===== src/rtl/pulse_pkg.sv =====
`default_nettype none
// ============================================================================
// Module  : pulse_pkg
// Purpose : Shared types, default widths and configuration validity check
//           for the pulse_train_ctrl block.
// Contents:
//   DEF_CNT_W / DEF_NUM_W  default widths of timing fields and pulse count
//   state_t                controller state encoding (IDLE, HIGH, LOW, DONE)
//   cfg_valid()            accept/reject decision for a start request
// Options : PULSE_TRAIN_CONTINUOUS_EN - when defined, num_pulses == 0 is a
//           valid request meaning "run until stop".
// Revision: 1.0 - initial release
// ============================================================================
package pulse_pkg;

  localparam int DEF_CNT_W = 16;
  localparam int DEF_NUM_W = 8;

  typedef enum logic [1:0] {
    ST_IDLE = 2'd0,
    ST_HIGH = 2'd1,
    ST_LOW  = 2'd2,
    ST_DONE = 2'd3
  } state_t;

  // Arguments are zero-extended to 32 bits by the caller so the check is
  // independent of the instance widths.
  function automatic logic cfg_valid(input logic [31:0] period,
                                     input logic [31:0] high_len,
                                     input logic [31:0] num_pulses);
    logic timing_ok;
    timing_ok = (high_len != 32'd0) && (high_len < period);
`ifdef PULSE_TRAIN_CONTINUOUS_EN
    // Zero pulses selects continuous mode, so any count is acceptable.
    cfg_valid = timing_ok;
`else
    cfg_valid = timing_ok && (num_pulses != 32'd0);
`endif
  endfunction

endpackage
`default_nettype wire


===== src/rtl/phase_timer.sv =====
`default_nettype none
// ============================================================================
// Module  : phase_timer
// Purpose : Loadable/clearable binary phase counter with a terminal flag.
// Ports   :
//   clk    in   clock, rising edge
//   reset  in   synchronous active-high reset (count -> 0)
//   clr    in   synchronous clear, has priority over en
//   en     in   count enable
//   len    in   phase length in cycles (must be >= 1 while in use)
//   term   out  high when the count equals len-1 (last cycle of the phase)
// Revision: 1.0 - initial release
// ============================================================================
module phase_timer #(
  parameter int CNT_W = 16
) (
  input  logic             clk,
  input  logic             reset,
  input  logic             clr,
  input  logic             en,
  input  logic [CNT_W-1:0] len,
  output logic             term
);

  logic [CNT_W-1:0] count;

  always_ff @(posedge clk) begin
    if (reset) begin
      count <= '0;
    end else if (clr) begin
      count <= '0;
    end else if (en) begin
      count <= count + 1'b1;
    end
  end

  // The owner clears on every terminal, so count never passes len-1 and the
  // increment cannot wrap even for len = 2^CNT_W-1.
  assign term = (count == (len - 1'b1));

endmodule
`default_nettype wire


===== src/rtl/pulse_train_ctrl.sv =====
`default_nettype none
// ============================================================================
// Module  : pulse_train_ctrl
// Purpose : Generates a bounded train of num_pulses pulses, each high for
//           high_len cycles and repeating every period cycles.
// Ports   :
//   clk         in   clock, rising edge
//   reset       in   synchronous active-high reset
//   start       in   request a train (sampled only in IDLE)
//   stop        in   abort a running train
//   period      in   cycles per pulse (latched on accepted start)
//   high_len    in   high cycles per pulse (latched on accepted start)
//   num_pulses  in   pulses per train (latched on accepted start)
//   pulse_out   out  registered pulse output
//   busy        out  state != IDLE
//   done        out  one-cycle strobe after the last pulse
//   aborted     out  one-cycle strobe when stop ends a train
//   cfg_err     out  one-cycle strobe when start is rejected
//   pulse_cnt   out  pulses started in the current/last train
// Options : PULSE_TRAIN_CONTINUOUS_EN - num_pulses == 0 runs until stop,
//           pulse_cnt wraps and DONE is never entered.
// Revision: 1.0 - initial release
// ============================================================================
module pulse_train_ctrl
  import pulse_pkg::*;
#(
  parameter int CNT_W = DEF_CNT_W,
  parameter int NUM_W = DEF_NUM_W
) (
  input  logic             clk,
  input  logic             reset,
  input  logic             start,
  input  logic             stop,
  input  logic [CNT_W-1:0] period,
  input  logic [CNT_W-1:0] high_len,
  input  logic [NUM_W-1:0] num_pulses,
  output logic             pulse_out,
  output logic             busy,
  output logic             done,
  output logic             aborted,
  output logic             cfg_err,
  output logic [NUM_W-1:0] pulse_cnt
);

  state_t           state;
  state_t           state_next;

  logic [CNT_W-1:0] period_lat;
  logic [CNT_W-1:0] high_lat;
  logic [NUM_W-1:0] num_lat;
  logic [CNT_W-1:0] low_len;
  logic [CNT_W-1:0] phase_len;

  logic             cfg_ok;
  logic             start_ok;
  logic             last_pulse;
  logic             timer_term;
  logic             timer_clr;
  logic             timer_en;

  logic             pulse_next;
  logic             done_next;
  logic             aborted_next;
  logic             cfg_err_next;

  assign cfg_ok   = cfg_valid(32'(period), 32'(high_len), 32'(num_pulses));
  assign start_ok = (state == ST_IDLE) && start && !stop && cfg_ok;

  // Cannot underflow: high_lat < period_lat is guaranteed by cfg_valid.
  assign low_len   = period_lat - high_lat;
  assign phase_len = (state == ST_LOW) ? low_len : high_lat;

`ifdef PULSE_TRAIN_CONTINUOUS_EN
  // A zero count means continuous; pulse_cnt may wrap to 0, so it must not
  // be mistaken for the end of the train.
  assign last_pulse = (num_lat != '0) && (pulse_cnt == num_lat);
`else
  assign last_pulse = (pulse_cnt == num_lat);
`endif

  // Every state change starts a fresh phase, so one clear covers start
  // acceptance, HIGH->LOW, LOW->HIGH and aborts.
  assign timer_clr = (state_next != state);
  assign timer_en  = (state == ST_HIGH) || (state == ST_LOW);

  phase_timer #(
    .CNT_W (CNT_W)
  ) u_phase_timer (
    .clk   (clk),
    .reset (reset),
    .clr   (timer_clr),
    .en    (timer_en),
    .len   (phase_len),
    .term  (timer_term)
  );

  // --------------------------------------------------------------------------
  // State register (outputs registered alongside so they follow state exactly)
  // --------------------------------------------------------------------------
  always_ff @(posedge clk) begin
    if (reset) begin
      state     <= ST_IDLE;
      pulse_out <= 1'b0;
      done      <= 1'b0;
      aborted   <= 1'b0;
      cfg_err   <= 1'b0;
    end else begin
      state     <= state_next;
      pulse_out <= pulse_next;
      done      <= done_next;
      aborted   <= aborted_next;
      cfg_err   <= cfg_err_next;
    end
  end

  // --------------------------------------------------------------------------
  // Next-state logic; stop has priority over phase terminals
  // --------------------------------------------------------------------------
  always_comb begin
    state_next = state;
    case (state)
      ST_IDLE: begin
        if (start_ok) state_next = ST_HIGH;
      end
      ST_HIGH: begin
        if (stop)            state_next = ST_IDLE;
        else if (timer_term) state_next = ST_LOW;
      end
      ST_LOW: begin
        if (stop)            state_next = ST_IDLE;
        else if (timer_term) state_next = last_pulse ? ST_DONE : ST_HIGH;
      end
      ST_DONE: begin
        state_next = ST_IDLE;
      end
      default: begin
        state_next = ST_IDLE;
      end
    endcase
  end

  // --------------------------------------------------------------------------
  // Output logic: values the output registers take at the next edge
  // --------------------------------------------------------------------------
  always_comb begin
    pulse_next   = (state_next == ST_HIGH);
    done_next    = (state_next == ST_DONE);
    aborted_next = stop && ((state == ST_HIGH) || (state == ST_LOW));
    cfg_err_next = (state == ST_IDLE) && start && !stop && !cfg_ok;
  end

  assign busy = (state != ST_IDLE);

  // --------------------------------------------------------------------------
  // Latched configuration and pulse counter
  // --------------------------------------------------------------------------
  always_ff @(posedge clk) begin
    if (reset) begin
      period_lat <= '0;
      high_lat   <= '0;
      num_lat    <= '0;
      pulse_cnt  <= '0;
    end else if (start_ok) begin
      period_lat <= period;
      high_lat   <= high_len;
      num_lat    <= num_pulses;
      pulse_cnt  <= NUM_W'(1);
    end else if ((state == ST_LOW) && !stop && timer_term && !last_pulse) begin
      // Wraps naturally in continuous mode; bounded by num_lat otherwise.
      pulse_cnt  <= pulse_cnt + 1'b1;
    end
  end

endmodule
`default_nettype wire

===== config.mk =====
export PLATFORM = sky130hd
export DESIGN_NAME = pulse_train_ctrl
export DESIGN_NICKNAME = d
export VERILOG_FILES = /design/src/rtl/pulse_pkg.sv /design/src/rtl/phase_timer.sv /design/src/rtl/pulse_train_ctrl.sv
export SDC_FILE = /design/constraint.sdc
export NUM_CORES = 1
export LEC_CHECK = 0
export ABC_CLOCK_PERIOD_IN_PS = 4750
export CAP_MARGIN = 10
export CELL_PAD_IN_SITES_DETAIL_PLACEMENT = 1
export CELL_PAD_IN_SITES_GLOBAL_PLACEMENT = 1
export CORE_ASPECT_RATIO = 0.7
export CORE_MARGIN = 10
export CORE_UTILIZATION = 42
export CTS_CLUSTER_SIZE = 8
export DETAILED_ROUTE_END_ITERATION = 10
export GPL_ROUTABILITY_DRIVEN = 0
export HOLD_SLACK_MARGIN = 0.12
export PLACE_DENSITY_LB_ADDON = 0.3
export SYNTH_ARGS = -nofsm -noshare
export SYNTH_HDL_FRONTEND = slang
export SYNTH_SLANG_ARGS = --single-unit

===== constraint.sdc =====
create_clock -name clk -period 4.75 [get_ports clk]
set_input_delay 0.95 -clock clk [delete_from_list [all_inputs] [get_ports clk]]
set_output_delay 0.95 -clock clk [all_outputs]
set_load 0.01 [all_outputs]

# ---- Word level (Yosys, flattened, before mapping)
# Cells that the tools add are included.
dict set report word_totals {
  regBits 70
  latch_bits 0
  mem_bits_rw 0
  rom_bits 0
  input_bits 44
  out_inout_bits 13
  wordCells 55
  memories 0
}
dict set report op_classes {
  add_sub_neg 4
  multipliers 0
  div_mod_pow 0
  magnitude_cmp 1
  n_eq_ne 8
  shifts 0
  muxes 10
  n_bitwise 0
  reduce_logical 21
}
# cell n
set op_table {}
lappend op_table {{16-bit by 1-bit adder with 16-bit output, second input constant} 1}
lappend op_table {{16-bit equality test} 1}
lappend op_table {{16-bit less-than comparator} 1}
lappend op_table {{16-bit two-way mux} 1}
lappend op_table {{16-bit nonzero test} 1}
lappend op_table {{16-bit by 1-bit subtractor with 16-bit output, second input constant} 1}
lappend op_table {{16-bit subtractor} 1}
lappend op_table {{2-bit two-way mux} 6}
lappend op_table {{1-bit logical AND} 10}
lappend op_table {{8-bit by 1-bit adder with 8-bit output, second input constant} 1}
lappend op_table {{8-bit equality test} 1}
lappend op_table {{2-bit case mux with 4 select lines} 1}
lappend op_table {{8-bit nonzero test} 1}
lappend op_table {{2-bit equality test, second input constant} 3}
lappend op_table {{2-bit by 1-bit equality test with 1-bit output, second input constant} 2}
lappend op_table {{2-bit nonzero test} 2}
lappend op_table {{2-bit OR reduction} 2}
lappend op_table {{1-bit zero test} 3}
lappend op_table {{2-bit zero test} 1}
lappend op_table {{1-bit two-way mux} 2}
lappend op_table {{2-bit inequality test} 1}
lappend op_table {{1-bit logical OR} 1}

# ---- Longest topological paths before layout
# Gate-level depths: netlist of run 1.
dict set report logic_depth {
  ltp_word 9
  depth_mapped 20
  depth_no_buf 15
}

# ---- By module
# Synthesis of run 1 repeated with hierarchy kept, for this count alone.
dict set report hier_totals {
  cells_unflattened 649
  area_unflattened_um2 5016.1
}
# mod n_inst cells_per_inst area_each_um2 seq_area_each_um2
set by_module_without_submodules {}
lappend by_module_without_submodules {pulse_train_ctrl 1 493 3807.4 1081.0}
lappend by_module_without_submodules {phase_timer 1 156 1208.7 320.3}

# ---- Worst setup path before layout of run 1
# No wires, ideal clock.
dict set report synth_path {
  kind {register to register}
  from {reg state[0]}
  to {reg pulse_cnt[6]}
  setup_ps 70
  t_arrival_ps 3967
  required_ps 4680
  slack_ps 713
  stages_incl_launch_ff 20
  path_buffers 5
  period_less_slack_ps 4037
  path_cell_list {dfxtp_1 > inv_1 > ha_1 > buf_2 > buf_2 > buf_1 > buf_2 > nand2_1 > o21ai_0 > ha_1 > and2_1 > clkbuf_1 > xnor3_1 > nor2_1 > o211ai_1 > a31oi_1 > o2111a_1 > nand4b_4 > or4_1 > a21oi_1}
}
dict set report synth_between {
  elab_chain_cells 6
  elab_cells_between_ends 12
  cone_classes {add/sub: 1; eq/ne: 2; mux: 1; reduce/logical: 8}
}
# item line
set synth_lines {}
lappend synth_lines {{start, declared} pulse_train_ctrl.sv:45} ;# state_t state;
lappend synth_lines {{start signal, assigned} pulse_train_ctrl.sv:108} ;# state <= state_next;
lappend synth_lines {{2-bit equality test} {pulse_train_ctrl.sv:71, pulse_train_ctrl.sv:168}}
lappend synth_lines {{16-bit two-way mux} pulse_train_ctrl.sv:71} ;# assign phase_len = (state == ST_LOW) ? low_len : high_lat;
lappend synth_lines {{16-bit by 1-bit subtractor with 16-bit output} phase_timer.sv:39} ;# assign term = (count == (len - 1'b1));
lappend synth_lines {{16-bit equality test} phase_timer.sv:39}
lappend synth_lines {{1-bit logical AND (2 in a row)} pulse_train_ctrl.sv:168} ;# end else if ((state == ST_LOW) && !stop && timer_term && !last_pulse) begin
lappend synth_lines {{end signal, assigned} pulse_train_ctrl.sv:170} ;# pulse_cnt <= pulse_cnt + 1'b1;
lappend synth_lines {{end, declared} pulse_train_ctrl.sv:42} ;# output logic [NUM_W-1:0] pulse_cnt
# Several ways; a longest one is shown, not always the timed one.
# A chain may end at the register's enable or synchronous reset.

# ---- Final worst setup path of run 1
dict set report layout_path {
  from {reg period_lat[0]}
  to {reg pulse_cnt[7]}
}
dict set report layout_between {
  elab_chain_cells 6
}
# item line
set layout_lines {}
lappend layout_lines {{start, declared} pulse_train_ctrl.sv:48} ;# logic [CNT_W-1:0] period_lat;
lappend layout_lines {{start signal, assigned} pulse_train_ctrl.sv:164} ;# period_lat <= period;
lappend layout_lines {{16-bit subtractor} pulse_train_ctrl.sv:70} ;# assign low_len = period_lat - high_lat;
lappend layout_lines {{16-bit two-way mux} pulse_train_ctrl.sv:71}
lappend layout_lines {{16-bit by 1-bit subtractor with 16-bit output} phase_timer.sv:39}
lappend layout_lines {{16-bit equality test} phase_timer.sv:39}
lappend layout_lines {{1-bit logical AND (2 in a row)} pulse_train_ctrl.sv:168}
# Every way passes these cells.

==> results_dict.tcl, run 1 <==
set metrics [dict create \
    status "completed" \
    synth_edf_count 0 \
    grt_use_met2_pct 31.8 \
    rsz0062_at_grt "no" \
    yosysSeqAreaShare_pct 26.7 \
    vias 5340 \
    cts_tree "built" \
    async_reset_ff_share_pct 0 \
    cts_setup_buffers 0 \
    slew_headroom_pct 38.9 \
    die_w_um 154 \
    grtUsageTotal_pct 20.5 \
    drcViolationCount 0 \
    endpoint_kind "register" \
    cts.path.max_buffers 2 \
    setup_ws_ps 341 \
    place_inst 901 \
    hp-class "register to register" \
    layout_min_cycle_time_ps 4410 \
    area_growth_pct 19.4 \
    finalNetCount 832 \
    cts_sinks 70 \
    h-tree-depth 3 \
    fmax_ghz 0.227 \
    ys_ff_latch 70 \
    finalHoldWorstSlack_ps 473 \
    final_area_um2 6270 \
    fp.dieArea_um2 17500 \
    avgSynthCellArea_um2 7.45 \
    pwr-share-comb_pct 32.6 \
    seq_area_um2 1400 \
    wl_per_cell_um 19.7 \
    first_pass_iters 4 \
    nFillCells 1538 \
    synth_area_um2 5260 \
    initial_core_util_pct 42.6 \
    ys_top_cells_by_area "dfxtp_1 27%, ha_1 8.8%, a21oi_1 8.0%" \
    hold_violations 0 \
    start_kind "register" \
    netSwitchingFraction_pct 34.3 \
    pwr-share-clk_pct 35.2 \
    root_buffer "clkbuf_16" \
    ys.flop_type "dfxtp_1" \
    grt_use_met3_pct 4.96 \
    internal_power_mw 1.31 \
    routed_wl_mm 18.0 \
    synth_nets 787 \
    n_antenna_cell 0 \
    ant_nets 0 \
    grt_pass1_vias 5412 \
    dp_hpwl_mm 14.0 \
    clkLatencyLatePin_ps 340 \
    ios 57 \
    routed_via_density 5.82 \
    post-route-util_pct 50.9 \
    yosys_warnings 0 \
    grt_overflow 0 \
    yosys.area.top_type_share_pct 26.7 \
    synth.distinct_cells 68 \
    finalCritPeriodShare_pct 92.8 \
    power.density_nw_per_um2 317 \
    post_dp_cell_area_um2 5970 \
    drv_cap 0 \
    slew_viol_final 0 \
    core-area_um2 12300 \
    power_mw 1.99 \
    critPathMaxFanout 10 \
    crit_arrival_ps 4680 \
    synthCells 705 \
    multi_input_area_um2 3550 \
    final_cell_count_no_fill 917 \
    p_sw_mw 0.683 \
    antenna_found_initial 0 \
    critical_path_required_ps 5020 \
    drt_iter0_markers 254 \
    setup_tns_ps 0 \
    die_h_um 114 \
    tightestPinTransition_ps 913 \
    cts_buffers 9 \
    yosys.area.top_type "dfxtp_1" \
    use_met1_pct 28.2 \
    critPathKind "register to register" \
    port_buffers 56 \
    rows 34 \
    setup_viol 0 \
    pre_cts_ws_ps 405 \
    cts_hold_buf 0 \
    drive_gt1_share_pct 5.03 \
    path_clk_slew_ps 60 \
    grt_pass1_wl_mm 29.4 \
    vdd_drop_max_mv 0.184 \
    finalClockSkew_ps 9.04 \
    pwr-share-seq_pct 32.3 \
    grt_max_degree 31 \
    cellLeakagePower_nw 2.49 \
    cts_resized 0 \
    busiest_layer "met2" \
]
[cells by family (layout without fill, tap and decap cells)]
kind of cell	count (synthesis)	in the layout	share of synthesized area, %
and+or+nand+nor	275	275	25.9
AOI/OAI and AO/OA	185	185	21.7
buffers and inverters	76	126	5.71
DFF	70	70	26.7
xor gates and xnor gates	48	48	8.26
adders and majority gates	38	38	9.19
muxes	13	13	2.62
[layer usage]
layer / up-vias / wire [µm]
li1: 2586 / -
met1: 2609 / 8970
met2: 129 / 7850
met3: 16 / 1050
met4: 0 / 153
met5: - / 0
[state kept, by name (all words and copies together) (netlist names)]
| name | count |
|---|---|
| pulse_cnt | 8 |
| aborted | 1 |
| period_lat | 16 |
| num_lat | 8 |
| pulse_out | 1 |
| cfg_err | 1 |
| state | 2 |
| done | 1 |
| high_lat | 16 |
| u_phase_timer.count | 16 |
[power by group through the flow]
stage                     Sequential [mW]  Clock [mW]  Combinational [mW]
after CTS                           0.643       0.710               0.636
after detailed placement            0.655           0               0.626
after floorplan                     0.647           0               0.446
after global routing                0.647       0.736               0.711
final                               0.643       0.700               0.648
after global placement              0.654           0               0.601
[worst paths after layout]
path              slack, ps           end  cells past startpoint          start
hold / removal          470   high_lat[9]                      2    high_lat[9]
hold reg to reg         470   high_lat[9]                      2    high_lat[9]
setup / recovery        340  pulse_cnt[7]                     15  period_lat[0]
setup reg to reg        340  pulse_cnt[7]                     15  period_lat[0]
[placed cells by master, fill, tap and decap left out, types with 3 or more instances in the layout]
master / count
inv_1: 44
a21o_1: 9
nor3b_1: 5
xor2_1: 18
buf_4: 8
o21a_1: 6
o31ai_1: 6
o211ai_1: 8
and2_1: 3
o31a_1: 3
clkdlybuf4s50_1: 56
a211oi_1: 3
clkbuf_16: 9
nand3_1: 19
o211a_1: 3
or3_1: 8
o21bai_1: 3
or4_1: 4
mux2i_1: 9
mux2_2: 3
a21boi_0: 3
nand2b_1: 9
nor4_1: 9
dfxtp_1: 70
ha_1: 37
a21oi_1: 84
and4_1: 5
nand4_1: 10
a31oi_1: 10
o21ai_0: 27
and3_1: 14
nor2_1: 66
xnor2_1: 29
nand2_1: 88
nor3_1: 20
nor2b_1: 3
[critical path, cell delays in order, from the launching register on]
cell	delay, ps
dfxtp_1	330
inv_1	50
ha_1	220
fa_1	440
nor2b_1	220
o211a_1	300
o21ai_1	90
mux2_2	320
and3b_1	200
or4_1	520
o311a_1	130
o22ai_1	240
o2111a_1	420
nand3b_4	190
or4_1	520
a21oi_1	160
[layout make-up]
class	instances	share of cell area, %
timing repair buffer	65	10.2
inverter	45	2.69
clock inverter	6	1.10
multi-input combinational	559	56.6
sequential	70	22.3
clock buffer	10	3.81
tap	162	3.23
[cell usage after synthesis (2+ instances only)]
master,number
or2_2,2
a21o_1,9
and3_1,14
inv_1,44
nor2b_1,3
nand2_1,88
buf_1,2
clkbuf_1,22
nand3_1,19
mux2i_1,9
o31ai_1,6
nor4_1,9
o21ai_1,2
nor3b_1,5
o221ai_1,2
a31oi_1,10
nor2_1,66
buf_2,6
o31a_1,3
nor3_1,20
nand4_1,10
a21boi_0,3
xor2_1,18
or3_1,8
nand2b_1,9
and2_1,3
xnor2_1,29
o211a_1,3
dfxtp_1,70
and4_1,5
a21oi_1,84
o22ai_1,2
or4_1,4
ha_1,37
o21a_1,6
mux2_2,3
o21bai_1,3
o21ai_0,27
a211oi_1,3
nand3b_1,2
o211ai_1,8
No activity file was read; power rests on OpenSTA's default activity.
==> run 2, diff against run 1 <==
- ABC_CLOCK_PERIOD_IN_PS: 4750 -> 3900
- CORE_UTILIZATION: 42 -> 38
- clock period: 4.75 -> 3.9 ns (I/O delays scaled with it)
==> results_dict.tcl, run 2 (synthesized netlist as in run 1, its figures left out) <==
set metrics [dict create \
    die_h_um 118 \
    final_cell_mix "87 x nand2_1, 75 x a21oi_1, 66 x dfxtp_1, 64 x nor2_1, 61 x buf_4" \
    n_antenna_cell 0 \
    routed_wl_mm 19.9 \
    status "completed" \
    internal_power_mw 1.65 \
    grtUsageTotal_pct 19.9 \
    fmax_ghz 0.262 \
    ant_nets 0 \
    die_w_um 161 \
    rows 35 \
    start_kind "register" \
    core-area_um2 13400 \
    ios 57 \
    finalHoldWorstSlack_ps 457 \
    cts_hold_buf 0 \
    antenna_found_initial 1 \
    port_buffers 56 \
    pwr-share-comb_pct 38.5 \
    first_pass_iters 4 \
    vias 5500 \
    grt_overflow 0 \
    power_mw 2.56 \
    path_clk_slew_ps 60 \
    clkLatencyLatePin_ps 340 \
    dp_hpwl_mm 15.3 \
    place_inst 972 \
    grt_pass1_vias 5813 \
    drive_gt1_share_pct 19.1 \
    reg.largest.list "high_lat (16), period_lat (16), u_phase_timer.count (16)" \
    layout_min_cycle_time_ps 3820 \
    wl_per_cell_um 20.0 \
    vdd_drop_max_mv 0.214 \
    cts_sinks 70 \
    slew_headroom_pct 57.0 \
    grt_max_degree 43 \
    initial_core_util_pct 39.3 \
    drv_cap 0 \
    cts.path.max_buffers 2 \
    critical_path_required_ps 4180 \
    critPathMaxFanout 5 \
    finalClockSkew_ps 8.49 \
    netSwitchingFraction_pct 35.3 \
    pwr-share-clk_pct 30.9 \
    endpoint_kind "register" \
    setup_viol 0 \
    finalNetCount 890 \
    root_buffer "clkbuf_16" \
    tightestPinTransition_ps 640 \
    p_sw_mw 0.903 \
    routed_via_density 5.51 \
    h-tree-depth 3 \
    crit_arrival_ps 4090 \
    critPathKind "register to register" \
    grt_pass1_wl_mm 31.1 \
    power.density_nw_per_um2 363 \
    slew_viol_final 0 \
    hp-class "register to register" \
    cts_buffers 9 \
    cts_tree "built" \
    finalCritPeriodShare_pct 97.9 \
    final_common_cell "nand2_1" \
    drcViolationCount 0 \
    hold_violations 0 \
    fp.dieArea_um2 19000 \
    pwr-share-seq_pct 30.5 \
    area_growth_pct 34.2 \
    final_cell_count_no_fill 998 \
    cellLeakagePower_nw 2.82 \
    drt_iter0_markers 232 \
]
[run 2: layer usage]
layer  vias to the layer above  share of wire [%]  GRT usage (%)
met3                        14                4.8           4.44
met2                       102                 46           31.1
li1                       2696                  -              -
met5                         -                  0              0
met4                         0                1.2           4.92
met1                      2688                 48           27.0
[run 2: metrics by stage]
| step | setup TNS [ps] | setup slack (ps) | utilization [%] | instance area (µm²) |
|---|---|---|---|---|
| after floorplan | 0 | 73.1 | - | 5260 |
| after global placement | 0 | 37.3 | 47.7 | 6370 |
| after detailed placement | -378 | -95.5 | 47.7 | 6370 |
| after CTS | 0 | 12.9 | 50.2 | 6700 |
| after global routing | -128 | -54.5 | 52.8 | 7050 |
| final | 0 | 82.8 | 52.8 | 7050 |
[run 2: final cells by class]
cell class                      count  area [µm²]
Timing Repair Buffer              123        1100
Clock buffer                       10         239
Clock inverter                      6        45.0
Fill cell                        1627        6310
Multi-Input combinational cell    559        3850
Tap cell                          185         231
Sequential cell                    70        1410
Inverter                           45         173
[run 2: worst paths after layout]
kind	start	to	slack [ps]	cells past startpoint
min reg2reg	high_lat[13]	high_lat[13]	460	2
max reg2reg	high_lat[4]	pulse_cnt[7]	80	17
min	high_lat[13]	high_lat[13]	460	2
max	high_lat[4]	pulse_cnt[7]	80	17
[run 2: worst max-delay path: stages, from the launching register on]
cell and delay (ps):
dfxtp_2 330, inv_1 60, ha_1 300, buf_4 150, o21a_1 120, o211a_1 160, buf_4 150, or3_1 310
a31oi_1 210, buf_4 180, xor2_4 180, xnor2_1 150, a31oi_1 120, o22ai_2 200, o2111a_2 320, nand3b_4 130
or4_4 540, a21oi_2 120
[run 2: power by group through the flow]
stage          clock, mW  sequential, mW  combinational [mW]
2_1_floorplan          0           0.788               0.543
3_3_place_gp           0           0.792               0.824
3_5_place_dp           0           0.794               0.862
4_1_cts            0.803           0.779               0.885
5_1_grt            0.839           0.785                1.07
6_report           0.791           0.781               0.985
[run 2: timing repair]
| action | in CTS | in global routing |
|---|---|---|
| gates resized for setup | 8 | 71 |
| pin swaps | 0 | 28 |
| setup buffers | 1 | 10 |
| setup endpoints to repair | 7 | 28 |
| hold endpoints to repair | 0 | 0 |
| cloned | 0 | 0 |
==> run 3, diff against run 2 <==
- HOLD_SLACK_MARGIN: 0.12 -> default
- MAX_ROUTING_LAYER: default -> met4
==> results_dict.tcl, run 3 (synthesized netlist as in run 1, its figures left out) <==
set metrics [dict create \
    status "completed" \
    routed_via_density 5.57 \
    core-area_um2 13400 \
    final_common_cell "nand2_1" \
    drive_gt1_share_pct 19.1 \
    tightestPinTransition_ps 633 \
    routed_wl_mm 20.0 \
    antenna_found_initial 1 \
    area_growth_pct 34.2 \
    cts_buffers 9 \
    hp-class "register to register" \
    grt_pass1_vias 5812 \
    initial_core_util_pct 39.3 \
    slew_viol_final 0 \
    first_pass_iters 5 \
    slew_headroom_pct 57.5 \
    cts_hold_buf 0 \
    grt_max_degree 43 \
    rows 35 \
    ant_nets 0 \
    fp.dieArea_um2 19000 \
    layout_min_cycle_time_ps 3830 \
    hold_violations 0 \
    critical_path_required_ps 4170 \
    critical_path.startpoint "high_lat[6]" \
    start_kind "register" \
    port_buffers 56 \
    cts.path.max_buffers 2 \
    post-route-util_pct 52.8 \
    drcViolationCount 0 \
    h-tree-depth 3 \
    finalClockSkew_ps 7.50 \
    wl_per_cell_um 20.0 \
    cts_tree "built" \
    n_antenna_cell 0 \
    drv_cap 0 \
    clkLatencyLatePin_ps 340 \
    finalCritPeriodShare_pct 98.1 \
    critPathKind "register to register" \
    rr_startpoint "high_lat[6]" \
    die_w_um 161 \
    drt_iter0_markers 246 \
    fmax_ghz 0.261 \
    cts_sinks 70 \
    root_buffer "clkbuf_16" \
    vdd_drop_max_mv 0.212 \
    reg.largest.list "high_lat (16), period_lat (16), u_phase_timer.count (16)" \
    vias 5559 \
    cellLeakagePower_nw 2.82 \
    setup_tns_ps 0 \
    endpoint_kind "register" \
    min_from "high_lat[13]" \
    path_clk_slew_ps 60 \
    dp_hpwl_mm 15.3 \
    finalNetCount 890 \
    grt_pass1_wl_mm 31.1 \
    critPathMaxFanout 9 \
    die_h_um 118 \
    setup_viol 0 \
    ios 57 \
    power.density_nw_per_um2 363 \
    grtUsageTotal_pct 20.5 \
    grt_overflow 0 \
    crit_arrival_ps 4100 \
    final_cell_mix "87 x nand2_1, 75 x a21oi_1, 66 x dfxtp_1, 64 x nor2_1, 61 x buf_4" \
]
## run 3: cell counts in the layout (fill, tap and decap cells not counted)
No cell type changed its count.
## run 3: timing repair
action	CTS	global route
resized for setup	8	71
setup buffers	1	10
pin swaps	0	28
gates cloned	0	0
setup endpoints to repair	7	28
endpoints found under the hold margin	0	0
## run 3: worst paths after layout
check | end | slack [ps] | cells after the start
worst max-delay path | pulse_cnt[7] | 70 | 15
worst min-delay path | high_lat[13] | 460 | 2
worst max register to register | pulse_cnt[7] | 70 | 15
worst min register to register | high_lat[13] | 460 | 2
## run 3: layout make-up
cell class              count  area [µm²]
clock buffers              10         239
repair buffers            123        1100
fillers                  1627        6310
well taps                 185         231
inverters                  45         173
multi-input cells         559        3850
flip-flops and latches     70        1410
clock inverters             6        45.0
## run 3: metal layers
metal	track usage, %	routed length [µm]	up-vias
li1	-	-	2699
met1	27.1	9800	2744
met2	31.2	9220	102
met3	4.13	717	14
met4	4.92	248	0
met5	-	0	-
## run 3: critical path, stage by stage (launching register included)
cell and delay, ps:
dfxtp_2 330, inv_1 60, ha_1 300, buf_6 150, and3_1 170, o211a_1 140, or3_4 390, nand3_2 80
o211ai_1 170, or4_4 550, o211ai_1 210, o211ai_1 130, o41a_1 190, nand3b_4 230, or4_4 540, a21oi_2 120
## run 3: stage by stage
stage,hold WS (ps),area (µm²),power [mW],worst slack (ps),std cells
detailed placement,451,6370,1.66,-95.5,972
floorplan,436,5260,1.33,73.1,705
finish,459,7050,2.56,74.3,998
global placement,450,6370,1.62,37.3,972
CTS,460,6700,2.47,12.9,989
global route,498,7050,2.69,-54.5,998
## run 3: report_power, final
part / total [mW] / leakage [nW] / internal [mW] / switching [mW]
logic: 0.987 / 2.12 / 0.453 / 0.535
registers: 0.781 / 0.570 / 0.750 / 0.0305
clock network: 0.789 / 0.132 / 0.451 / 0.338
total: 2.56 / 2.82 / 1.65 / 0.903
